$ cat src/rtl/mips_encoder_pkg.sv
// Shared MIPS32 encoding constants, request type codes and the packed
// field bundle used between the encoder stages.
package mips_encoder_pkg;

    typedef enum logic [1:0] {
        TYPE_R   = 2'b00,
        TYPE_I   = 2'b01,
        TYPE_J   = 2'b10,
        TYPE_ILL = 2'b11
    } instr_type_e;

    localparam logic [5:0] OP_RTYPE = 6'd0;
    localparam logic [5:0] OP_J     = 6'd2;
    localparam logic [5:0] OP_JAL   = 6'd3;

    // One captured request, exactly as presented on the input bus.
    typedef struct packed {
        instr_type_e itype;
        logic [5:0]  opcode;
        logic [4:0]  rs;
        logic [4:0]  rt;
        logic [4:0]  rd;
        logic [4:0]  shamt;
        logic [5:0]  funct;
        logic [15:0] imm;
        logic [25:0] target;
    } req_fields_t;

    // One-hot instruction class of an encoded word.
    typedef struct packed {
        logic r;
        logic i;
        logic j;
    } instr_cls_t;

    function automatic logic is_jump_op(input logic [5:0] op);
        return (op == OP_J) || (op == OP_JAL);
    endfunction

endpackage

$ cat src/rtl/mips_encoder_if.sv
// Request/response bus of the MIPS encoder. The slave modport is the
// encoder's view; the master modport is the producer/consumer side.
interface mips_encoder_if #(
    parameter int unsigned ADDR_W    = 32,
    parameter int unsigned ERR_CNT_W = 8
);
    logic                 in_valid;
    logic                 in_ready;
    logic [1:0]           in_type;
    logic [5:0]           opcode;
    logic [4:0]           rs;
    logic [4:0]           rt;
    logic [4:0]           rd;
    logic [4:0]           shamt;
    logic [5:0]           funct;
    logic [15:0]          imm;
    logic [25:0]          target;
    logic                 out_valid;
    logic                 out_ready;
    logic [31:0]          out_instr;
    logic [ADDR_W-1:0]    out_addr;
    logic                 out_r;
    logic                 out_i;
    logic                 out_j;
    logic                 err;
    logic [ERR_CNT_W-1:0] err_count;

    modport master (
        output in_valid, in_type, opcode, rs, rt, rd, shamt, funct, imm, target,
        output out_ready,
        input  in_ready, out_valid, out_instr, out_addr, out_r, out_i, out_j,
        input  err, err_count
    );

    modport slave (
        input  in_valid, in_type, opcode, rs, rt, rd, shamt, funct, imm, target,
        input  out_ready,
        output in_ready, out_valid, out_instr, out_addr, out_r, out_i, out_j,
        output err, err_count
    );
endinterface

$ cat src/rtl/mips_field_pack.sv
// Combinational packer: turns one captured field bundle into a MIPS32
// word, its one-hot class and a legality flag.
module mips_field_pack
    import mips_encoder_pkg::*;
(
    input  req_fields_t i_req,
    output logic [31:0] o_word,
    output logic        o_legal,
    output instr_cls_t  o_cls
);

    // Select encoding by request type; illegal requests yield no class.
    always_comb begin
        o_word  = '0;
        o_legal = 1'b0;
        o_cls   = '0;
        case (i_req.itype)
            TYPE_R: begin
                o_word  = {OP_RTYPE, i_req.rs, i_req.rt, i_req.rd, i_req.shamt, i_req.funct};
                o_legal = 1'b1;
                o_cls.r = 1'b1;
            end
            TYPE_I: begin
                o_word  = {i_req.opcode, i_req.rs, i_req.rt, i_req.imm};
                o_legal = !((i_req.opcode == OP_RTYPE) || is_jump_op(i_req.opcode));
                o_cls.i = o_legal;
            end
            TYPE_J: begin
                o_word  = {i_req.opcode, i_req.target};
                o_legal = is_jump_op(i_req.opcode);
                o_cls.j = o_legal;
            end
            default: begin
                o_word  = '0;
                o_legal = 1'b0;
                o_cls   = '0;
            end
        endcase
    end

endmodule

$ cat src/rtl/mips_encoder.sv
// MIPS32 instruction encoder: S1 captures request fields and checks
// legality, S2 holds the output word with its byte address.
module mips_encoder
    import mips_encoder_pkg::*;
#(
    parameter int unsigned             ADDR_W    = 32,
    parameter logic [ADDR_W-1:0]       BASE_ADDR = '0,
    parameter int unsigned             ERR_CNT_W = 8
)(
    input  logic          clk,
    input  logic          rst_n,
    input  logic          clr,
    mips_encoder_if.slave bus
);

    logic                 r_s1_valid;
    req_fields_t          r_s1_req;
    logic                 r_out_valid;
    logic [31:0]          r_out_instr;
    instr_cls_t           r_out_cls;
    logic [ADDR_W-1:0]    r_addr;
    logic                 r_err;
    logic [ERR_CNT_W-1:0] r_err_count;

    req_fields_t          w_in_req;
    logic [31:0]          w_word;
    logic                 w_legal;
    instr_cls_t           w_cls;
    logic                 w_s2_free;
    logic                 w_s2_load;
    logic                 w_s1_adv;
    logic                 w_s1_ill;
    logic                 w_in_ready;
    logic                 w_accept;
    logic                 w_out_hs;

    assign w_in_req = '{
        itype:  instr_type_e'(bus.in_type),
        opcode: bus.opcode,
        rs:     bus.rs,
        rt:     bus.rt,
        rd:     bus.rd,
        shamt:  bus.shamt,
        funct:  bus.funct,
        imm:    bus.imm,
        target: bus.target
    };

    mips_field_pack u_pack (
        .i_req   (r_s1_req),
        .o_word  (w_word),
        .o_legal (w_legal),
        .o_cls   (w_cls)
    );

    // Illegal S1 entries retire unconditionally; legal ones need room in S2.
    assign w_s2_free  = !r_out_valid || bus.out_ready;
    assign w_s2_load  = r_s1_valid && w_legal && w_s2_free;
    assign w_s1_adv   = r_s1_valid && (!w_legal || w_s2_free);
    assign w_s1_ill   = r_s1_valid && !w_legal;
    // rst_n gates ready so nothing is accepted while reset is held.
    assign w_in_ready = rst_n && !clr && (!r_s1_valid || w_s1_adv);
    assign w_accept   = bus.in_valid && w_in_ready;
    assign w_out_hs   = r_out_valid && bus.out_ready;

    // S1: capture a request, release it when it advances or retires.
    always_ff @(posedge clk or negedge rst_n) begin
        if (!rst_n) begin
            r_s1_valid <= 1'b0;
            r_s1_req   <= '0;
        end else if (clr) begin
            r_s1_valid <= 1'b0;
        end else if (w_accept) begin
            r_s1_valid <= 1'b1;
            r_s1_req   <= w_in_req;
        end else if (w_s1_adv) begin
            r_s1_valid <= 1'b0;
        end
    end

    // S2: output word register and byte address advancing per handshake.
    always_ff @(posedge clk or negedge rst_n) begin
        if (!rst_n) begin
            r_out_valid <= 1'b0;
            r_out_instr <= '0;
            r_out_cls   <= '0;
            r_addr      <= BASE_ADDR;
        end else if (clr) begin
            r_out_valid <= 1'b0;
            r_out_instr <= '0;
            r_out_cls   <= '0;
            r_addr      <= BASE_ADDR;
        end else begin
            if (w_out_hs) begin
                r_addr <= r_addr + ADDR_W'(4);
            end
            if (w_s2_load) begin
                r_out_valid <= 1'b1;
                r_out_instr <= w_word;
                r_out_cls   <= w_cls;
            end else if (w_out_hs) begin
                r_out_valid <= 1'b0;
            end
        end
    end

    // Sticky error flag and saturating count of retired illegal requests.
    always_ff @(posedge clk or negedge rst_n) begin
        if (!rst_n) begin
            r_err       <= 1'b0;
            r_err_count <= '0;
        end else if (clr) begin
            r_err       <= 1'b0;
            r_err_count <= '0;
        end else if (w_s1_ill) begin
            r_err <= 1'b1;
            if (r_err_count != '1) begin
                r_err_count <= r_err_count + 1'b1;
            end
        end
    end

    assign bus.in_ready  = w_in_ready;
    assign bus.out_valid = r_out_valid;
    assign bus.out_instr = r_out_instr;
    assign bus.out_addr  = r_addr;
    assign bus.out_r     = r_out_valid && r_out_cls.r;
    assign bus.out_i     = r_out_valid && r_out_cls.i;
    assign bus.out_j     = r_out_valid && r_out_cls.j;
    assign bus.err       = r_err;
    assign bus.err_count = r_err_count;

endmodule

$ cat src/flat_wrapper.sv
// flat-port wrapper written by rule: the top's interface ports become plain ports
module mips_encoder_flat import mips_encoder_pkg::*;
#(
    parameter int unsigned             ADDR_W    = 32,
    parameter logic [ADDR_W-1:0]       BASE_ADDR = '0,
    parameter int unsigned             ERR_CNT_W = 8
)
  (clk, rst_n, clr, bus_in_valid, bus_in_type, bus_opcode, bus_rs, bus_rt, bus_rd, bus_shamt, bus_funct, bus_imm, bus_target, bus_out_ready, bus_in_ready, bus_out_valid, bus_out_instr, bus_out_addr, bus_out_r, bus_out_i, bus_out_j, bus_err, bus_err_count);
  mips_encoder_if #(.ADDR_W(ADDR_W), .ERR_CNT_W(ERR_CNT_W)) bus_i ();
  input  logic clk;
  input  logic rst_n;
  input  logic clr;
  input wire logic [$bits(bus_i.in_valid)-1:0] bus_in_valid;
  input wire logic [$bits(bus_i.in_type)-1:0] bus_in_type;
  input wire logic [$bits(bus_i.opcode)-1:0] bus_opcode;
  input wire logic [$bits(bus_i.rs)-1:0] bus_rs;
  input wire logic [$bits(bus_i.rt)-1:0] bus_rt;
  input wire logic [$bits(bus_i.rd)-1:0] bus_rd;
  input wire logic [$bits(bus_i.shamt)-1:0] bus_shamt;
  input wire logic [$bits(bus_i.funct)-1:0] bus_funct;
  input wire logic [$bits(bus_i.imm)-1:0] bus_imm;
  input wire logic [$bits(bus_i.target)-1:0] bus_target;
  input wire logic [$bits(bus_i.out_ready)-1:0] bus_out_ready;
  output wire logic [$bits(bus_i.in_ready)-1:0] bus_in_ready;
  output wire logic [$bits(bus_i.out_valid)-1:0] bus_out_valid;
  output wire logic [$bits(bus_i.out_instr)-1:0] bus_out_instr;
  output wire logic [$bits(bus_i.out_addr)-1:0] bus_out_addr;
  output wire logic [$bits(bus_i.out_r)-1:0] bus_out_r;
  output wire logic [$bits(bus_i.out_i)-1:0] bus_out_i;
  output wire logic [$bits(bus_i.out_j)-1:0] bus_out_j;
  output wire logic [$bits(bus_i.err)-1:0] bus_err;
  output wire logic [$bits(bus_i.err_count)-1:0] bus_err_count;
  assign bus_i.in_valid = bus_in_valid;
  assign bus_i.in_type = bus_in_type;
  assign bus_i.opcode = bus_opcode;
  assign bus_i.rs = bus_rs;
  assign bus_i.rt = bus_rt;
  assign bus_i.rd = bus_rd;
  assign bus_i.shamt = bus_shamt;
  assign bus_i.funct = bus_funct;
  assign bus_i.imm = bus_imm;
  assign bus_i.target = bus_target;
  assign bus_i.out_ready = bus_out_ready;
  assign bus_in_ready = bus_i.in_ready;
  assign bus_out_valid = bus_i.out_valid;
  assign bus_out_instr = bus_i.out_instr;
  assign bus_out_addr = bus_i.out_addr;
  assign bus_out_r = bus_i.out_r;
  assign bus_out_i = bus_i.out_i;
  assign bus_out_j = bus_i.out_j;
  assign bus_err = bus_i.err;
  assign bus_err_count = bus_i.err_count;
  mips_encoder #(.ADDR_W(ADDR_W), .BASE_ADDR(BASE_ADDR), .ERR_CNT_W(ERR_CNT_W)) u_core (.clk(clk), .rst_n(rst_n), .clr(clr), .bus(bus_i));
endmodule
$ cat config.mk
export PLATFORM = sky130hd
export DESIGN_NAME = mips_encoder_flat
export DESIGN_NICKNAME = d
export VERILOG_FILES = /design/src/rtl/mips_encoder_pkg.sv /design/src/rtl/mips_encoder_if.sv /design/src/rtl/mips_field_pack.sv /design/src/rtl/mips_encoder.sv /design/src/flat_wrapper.sv
export SDC_FILE = /design/constraint.sdc
export NUM_CORES = 1
export LEC_CHECK = 0
export ABC_AREA = 1
export ABC_CLOCK_PERIOD_IN_PS = 3950
export CORE_MARGIN = 8
export CORE_UTILIZATION = 55
export DETAILED_ROUTE_END_ITERATION = 10
export GPL_TIMING_DRIVEN = 0
export HOLD_SLACK_MARGIN = 0.02
export PLACE_DENSITY = 0.86
export SLEW_MARGIN = 20
export SYNTH_ARGS = -nofsm -noshare
export SYNTH_HDL_FRONTEND = slang
export SYNTH_HIERARCHICAL = 1
export SYNTH_SLANG_ARGS = --single-unit
$ cat constraint.sdc
create_clock -name clk -period 3.95 [get_ports clk]
set_input_delay 0.79 -clock clk [delete_from_list [all_inputs] [get_ports clk]]
set_output_delay 0.79 -clock clk [all_outputs]
set_load 0.01 [all_outputs]
==> Yosys cells after proc, flatten, opt, wreduce, memory -nomap -nowiden <==
Index checks and enable logic that the tools add are counted.
{ "classes": {"eq_ne": 5, "n_div": 0, "reduce_logical": 31, "muxes": 22, "shift": 0, "n_addsub": 2, "mul": 0, "magnitude_cmp": 0, "n_bitwise": 1} }
{ "ops": {"columns": ["operator", "count"], "rows": [
  ["$mux W32", 4],
  ["$pmux W32 S3", 1],
  ["$add A32 B3 Y32 const B", 1],
  ["$mux W8", 3],
  ["$eq A6 B2 Y1 const B", 2],
  ["$logic_and A1 B1 Y1", 11],
  ["$mux W1", 11],
  ["$add A8 B1 Y8 const B", 1],
  ["$ne A8 B8 Y1 const B", 1],
  ["$reduce_bool A2 Y1", 4],
  ["$logic_not A6 Y1", 1],
  ["$mux W3", 2],
  ["$reduce_bool A3 Y1", 2],
  ["$logic_not A1 Y1", 5],
  ["$logic_or A1 B1 Y1", 5],
  ["$reduce_and A2 Y1", 2],
  ["$pmux W1 S3", 1],
  ["$eq A2 B1 Y1 const B", 1],
  ["$eq A2 B2 Y1 const B", 1],
  ["$logic_not A2 Y1", 1],
  ["$not A1 Y1", 1]
]} }
{ "totals": {"ram_bits": 0, "romBits": 0, "latch_bits": 0, "in_bits": 81, "mem_count": 0, "register_bits": 154} }

==> Depth between registers and ports, before layout <==
{ "depth": {"ltp_word": 13, "mapped_depth": 13, "mapped_depth_nobuf": 12} }

==> By module <==
The synthesis kept the hierarchy.
{ "modules_own_cells": {"columns": ["mod", "instances", "cells_per_inst", "area_per_inst_um2"], "rows": [
  ["mips_encoder", 1, 814, 6770.2],
  ["mips_field_pack", 1, 113, 541.8]
]} }

==> Worst setup path before layout <==
No wires, ideal clock.
{ "synth_timing": {"kind": "register -> output", "from": "register u_core/r_s1_req[74] in the netlist's numbering", "to": "output port bus_in_ready", "path_slack_ns": 1.721, "arrival_time_ns": 1.439, "stages_incl_launch_ff": 10, "n_path_buf": 1, "path_cell_list": "dfrtp_1 -> inv_1 -> nand2_1 -> nor2_1 -> nand2_1 -> nand3_1 -> nand3_2 -> nand2_2 -> nor2_4 -> clkbuf_1"} }
{ "synth_between": {"elab_chain_len": 7, "elab_cells_between_ends": 9, "classes_between": "eq/ne (2); mux (1); reduce/logical (6)"} }
{ "synth_lines": {"columns": ["element", "line", "text"], "rows": [
  ["from (decl)", "mips_encoder.sv:17", "req_fields_t r_s1_req;"],
  ["from (signal assigned)", "mips_encoder.sv:75", "r_s1_req <= w_in_req;"],
  ["$eq A2 B2 Y1 (tied with other cells)", "mips_field_pack.sv:17", "case (i_req.itype)"],
  ["$pmux W1 S3 *", "mips_field_pack.sv:17", null],
  ["named net u_core.w_legal", "mips_encoder.sv:27", "logic w_legal;"],
  ["$logic_not A1 Y1 *", "mips_encoder.sv:59", "assign w_s1_adv = r_s1_valid && (!w_legal || w_s2_free);"],
  ["$logic_or A1 B1 Y1 *", "mips_encoder.sv:59", null],
  ["$logic_and A1 B1 Y1 *", "mips_encoder.sv:59", null],
  ["$logic_or A1 B1 Y1 *", "mips_encoder.sv:62", "assign w_in_ready = rst_n && !clr && (!r_s1_valid || w_s1_adv);"],
  ["$logic_and A1 B1 Y1 *", "mips_encoder.sv:62", null],
  ["to (decl)", "flat_wrapper.sv:24", "output wire logic [$bits(bus_i.in_ready)-1:0] bus_in_ready;"]
]} }
The timed path passes the listed nets; every way through them passes the cells marked *.

==> Worst setup path after layout <==
Ends and elaborated chain as after synthesis.

==> results by group <==
Logic synthesis
  – Register bit total from synthesis: 152
  – Syn_area_per_cell: between 7 and 8 µm²
  – Synth warnings: 6
  – Area leader, netlist: dfrtp_1
  – XOR/XNOR Fraction of Synth Area: 0.1198%
  – Area contributors post-synth: dfrtp_1 (52%), nand2_1 (15%), nand3_1 (10%), inv_1 (4.6%), o21ai_0 (3.6%)
  – Mux contribution to synthesized area: 0%
  – Main combinational cell family by area after synthesis: simple AND/OR/NAND/NOR gates
  – Synth Area in Compound Gates: 6.947%
  – Cells after synthesis: about 930
  – Yosys top cell area share: 52.02%
  – Cell area after synthesis: 7312 µm²
  – Synth Area in Adders: 0.3422%
  – Simple-Gate Fraction of Synth Area: 32.17%
  – Seq/Total Area, Yosys: 52.02%
  – Post-synth cell types: 34

Finish
  – Share of cells above drive strength 1: 7.637%
  – Synthesis-to-layout area growth: 32.99%
  – Nets: 1185
  – Number of diodes: 0
  – Non-Filler Instances: between 1k and 1.5k
  – Post-route cell area: 9724 µm²
  – Most common cell after layout, fill and taps aside: nand2_1
  – Commonest cells after routing, fill and taps aside: nand2_1 (286), clkdlybuf4s50_1 (153), nand3_1 (153), dfrtp_1 (152), inv_1 (89)

Critical path
  – WS Path Type: register to primary output
  – Setup slack, reg-to-reg: 1.51 ns
  – Critical path peak fanout: 10
  – Worst r2r src: u_core/r_s1_req[75]$_DFFE_PN0P_
  – Worst r2r dst: u_core/bus.out_instr[12]$_DFFE_PN0P_
  – CP arrival: 2.89 ns
  – Worst Reg2Reg Path Length in Cells: 7
  – Nature of the critical path endpoint: primary output
  – Data required, critical path: between 3 and 4 ns
  – CP startpoint kind: register
  – Critical Path Start: u_core/r_s1_req[74]$_DFFE_PN0P_

Clock network
  – CTS root buffer: clkbuf_16
  – Clock Tree Buf Depth: 2
  – CTS sink cnt: 152
  – Setup bufs post-CTS: 0
  – Hold buffers post-CTS: 0
  – Worst-path clk slew: 0.06 ns
  – CTS tree: yes
  – Htree depth: 4
  – Inserted Clock Buffers: 17
  – Clock Latency Late Sink: approximately 0.42 ns
  – Resized Gates After CTS: 0

Timing
  – Final TNS setup: 0 ns
  – Fin crit share: 93.10%
  – Final Critical Period: ~3.7 ns
  – Endpoints failing hold: 0
  – RSZ-0062 raised after global routing: no
  – Worst-margin pin slew: 0.6752 ns
  – FMAX: ~270 MHz
  – Final setup margin: around 0.27 ns
  – Max Transition Viols Final: 0
  – Slew headroom: 54.99%
  – Endpoints failing setup: 0
  – Max Clock Skew: ~0.0066 ns

Die
  – Initial core utilization: 55.66%
  – Die H: 131.3 µm
  – Die area: 17240 µm²
  – Row count: 42
  – # IOs: 159
  – Core Footprint: around 13000 µm²
  – Die width: 131.3 µm

Routing
  – Drt drc: 0
  – Wire per inst: 15.94 µm
  – Met1 wire length: about 8900 µm
  – Vias/cell: 5.334
  – Antenna Violating Nets Remaining: 0
  – Met3 WL post-DR: 1460 µm
  – DR vias: 6875
  – Met2 wire len: 9779 µm
  – First-pass DRT Iterations: 5
  – DR iter-0 viols: 593
  – DRT Wirelength: 20550 µm
  – Top layer in use: met4

Power and ir drop
  – Int Power: 0.003143 W
  – Net Sw Power: 0.001146 W
  – Leak: 4.583 nW
  – Maximum vdd drop: 0.0003581 V
  – Comb power frac: 17.1%
  – Sequential fraction of design power: 43.6%
  – Fraction of power spent switching nets: between 20% and 30%
  – Power share of the clock group: between 30% and 40%
  – Power Dens Cells: approximately 440 nW/µm²

Place
  – Placed cell count: 1259
  – Pre-CTS setup slack: 0.3579 ns
  – DP Area: a little over 9000 µm²
  – Routability Congestion: 0.8976
  – IO buf count: between 150 and 200
  – DP HPWL: 15030 µm

Run
  – Max-Cap Viols: 0

Global route
  – Largest net degree at the start of global routing: about 90
  – Initial antenna violation count: 0
  – Vias in the first global route: 6829
  – GRT Total Usage: 24.08%
  – GRT overflow: 0
  – First-pass GRT wire length: ~34000 µm

Run status
  – Status: completed

Hold path
  – HP Class: input pin to async pin
[power groups by stage]
| stage | Clock (W) | Sequential (W) | Combinational (W) |
|---|---|---|---|
| after floorplan | 0 | 0.00188 | 0.000366 |
| after global placement | 0 | 0.00188 | 0.000704 |
| after detailed placement | 0 | 0.00189 | 0.000726 |
| after CTS | 0.00169 | 0.00186 | 0.000734 |
| after global routing | 0.00176 | 0.00188 | 0.000816 |
| final | 0.00169 | 0.00187 | 0.000734 |
[critical path, cell delays in order (launching register included)]
cell and delay, ns:
dfrtp_1 0.47, inv_1 0.13, nand2_1 0.08, nor2_1 0.04, nand2_1 0.08, nand3_1 0.17, nand3_2 0.14, nand2_2 0.06
nor2_4 0.25, clkbuf_1 0.41, clkdlybuf4s50_1 0.63
[logic make-up after synthesis]
| group | count (synthesis) |
|---|---|
| xor gates and xnor gates | 1 |
| adders and majority gates | 2 |
| other | 1 |
| DFF | 152 |
| and+or+nand+nor | 540 |
| AOI/OAI and AO/OA | 91 |
| buffers and inverters | 140 |
[layout make-up]
type,count,area [µm²]
buffer,48,265.3
clock buffer,23,498.0
clock inverter,7,116.4
fill,1010,3413
inverter,92,345.3
multi-input combinational,636,2902
sequential,152,3804
tap,176,220.2
timing repair buffer,155,1574
[per-stage QoR]
step	hold slack, ns	power (W)	util, %
detailed placement	0.4590	0.002614	69.34
CTS	0.3919	0.004290	74.02
global placement	0.4532	0.002588	69.10
global route	0.4091	0.004463	74.02
floorplan	0.4419	0.002245	-
finish	0.3613	0.004289	74.02
[routing by layer]
layer / GRT usage (%) / vias to the layer above
li1: - / 3324
met1: 30.57 / 3221
met2: 39.33 / 297
met3: 6.555 / 33
met4: 7.594 / 0
met5: 0 / -
[flip-flops by register name, indices dropped and copies added (netlist names)]
register / count
u_core/bus.out_valid: 1
u_core/r_s1_valid: 1
u_core/bus.err: 1
u_core/bus.err_count: 8
u_core/r_out_cls: 3
u_core/bus.out_instr: 32
u_core/r_s1_req: 76
u_core/bus.out_addr: 30
[cells in the mapped netlist]
master / instances
buf_1: 2
xor2_1: 1
and3_1: 1
nand2_1: 286
buf_6: 4
ha_1: 2
nand4_1: 12
inv_1: 89
dfrtp_1: 152
buf_2: 23
nor2_1: 65
o21bai_1: 1
buf_4: 7
nand3b_1: 2
nand3_4: 1
o21ai_1: 2
o21ai_0: 53
nand3_1: 153
a21oi_1: 22
a31oi_2: 1
nand2_2: 2
o221ai_1: 1
nor2_4: 4
nand3_2: 1
and2_1: 1
conb_1: 1
inv_2: 3
a22o_1: 10
nor3_1: 3
nor2_2: 6
clkbuf_1: 12
nand2_4: 2
nor2b_1: 1
a31oi_1: 1
[worst max path at each step]
stage                    to  slack (ns)  depth (start not counted)
6_report       bus_in_ready        0.27                         10
4_1_cts        bus_in_ready        0.29                         10
3_5_place_dp   bus_in_ready        0.36                          7
3_3_place_gp   bus_in_ready       -4.71                          5
2_1_floorplan  bus_in_ready        1.72                          9
5_1_grt        bus_in_ready        0.13                         10
(Power assumes the default switching activity.)
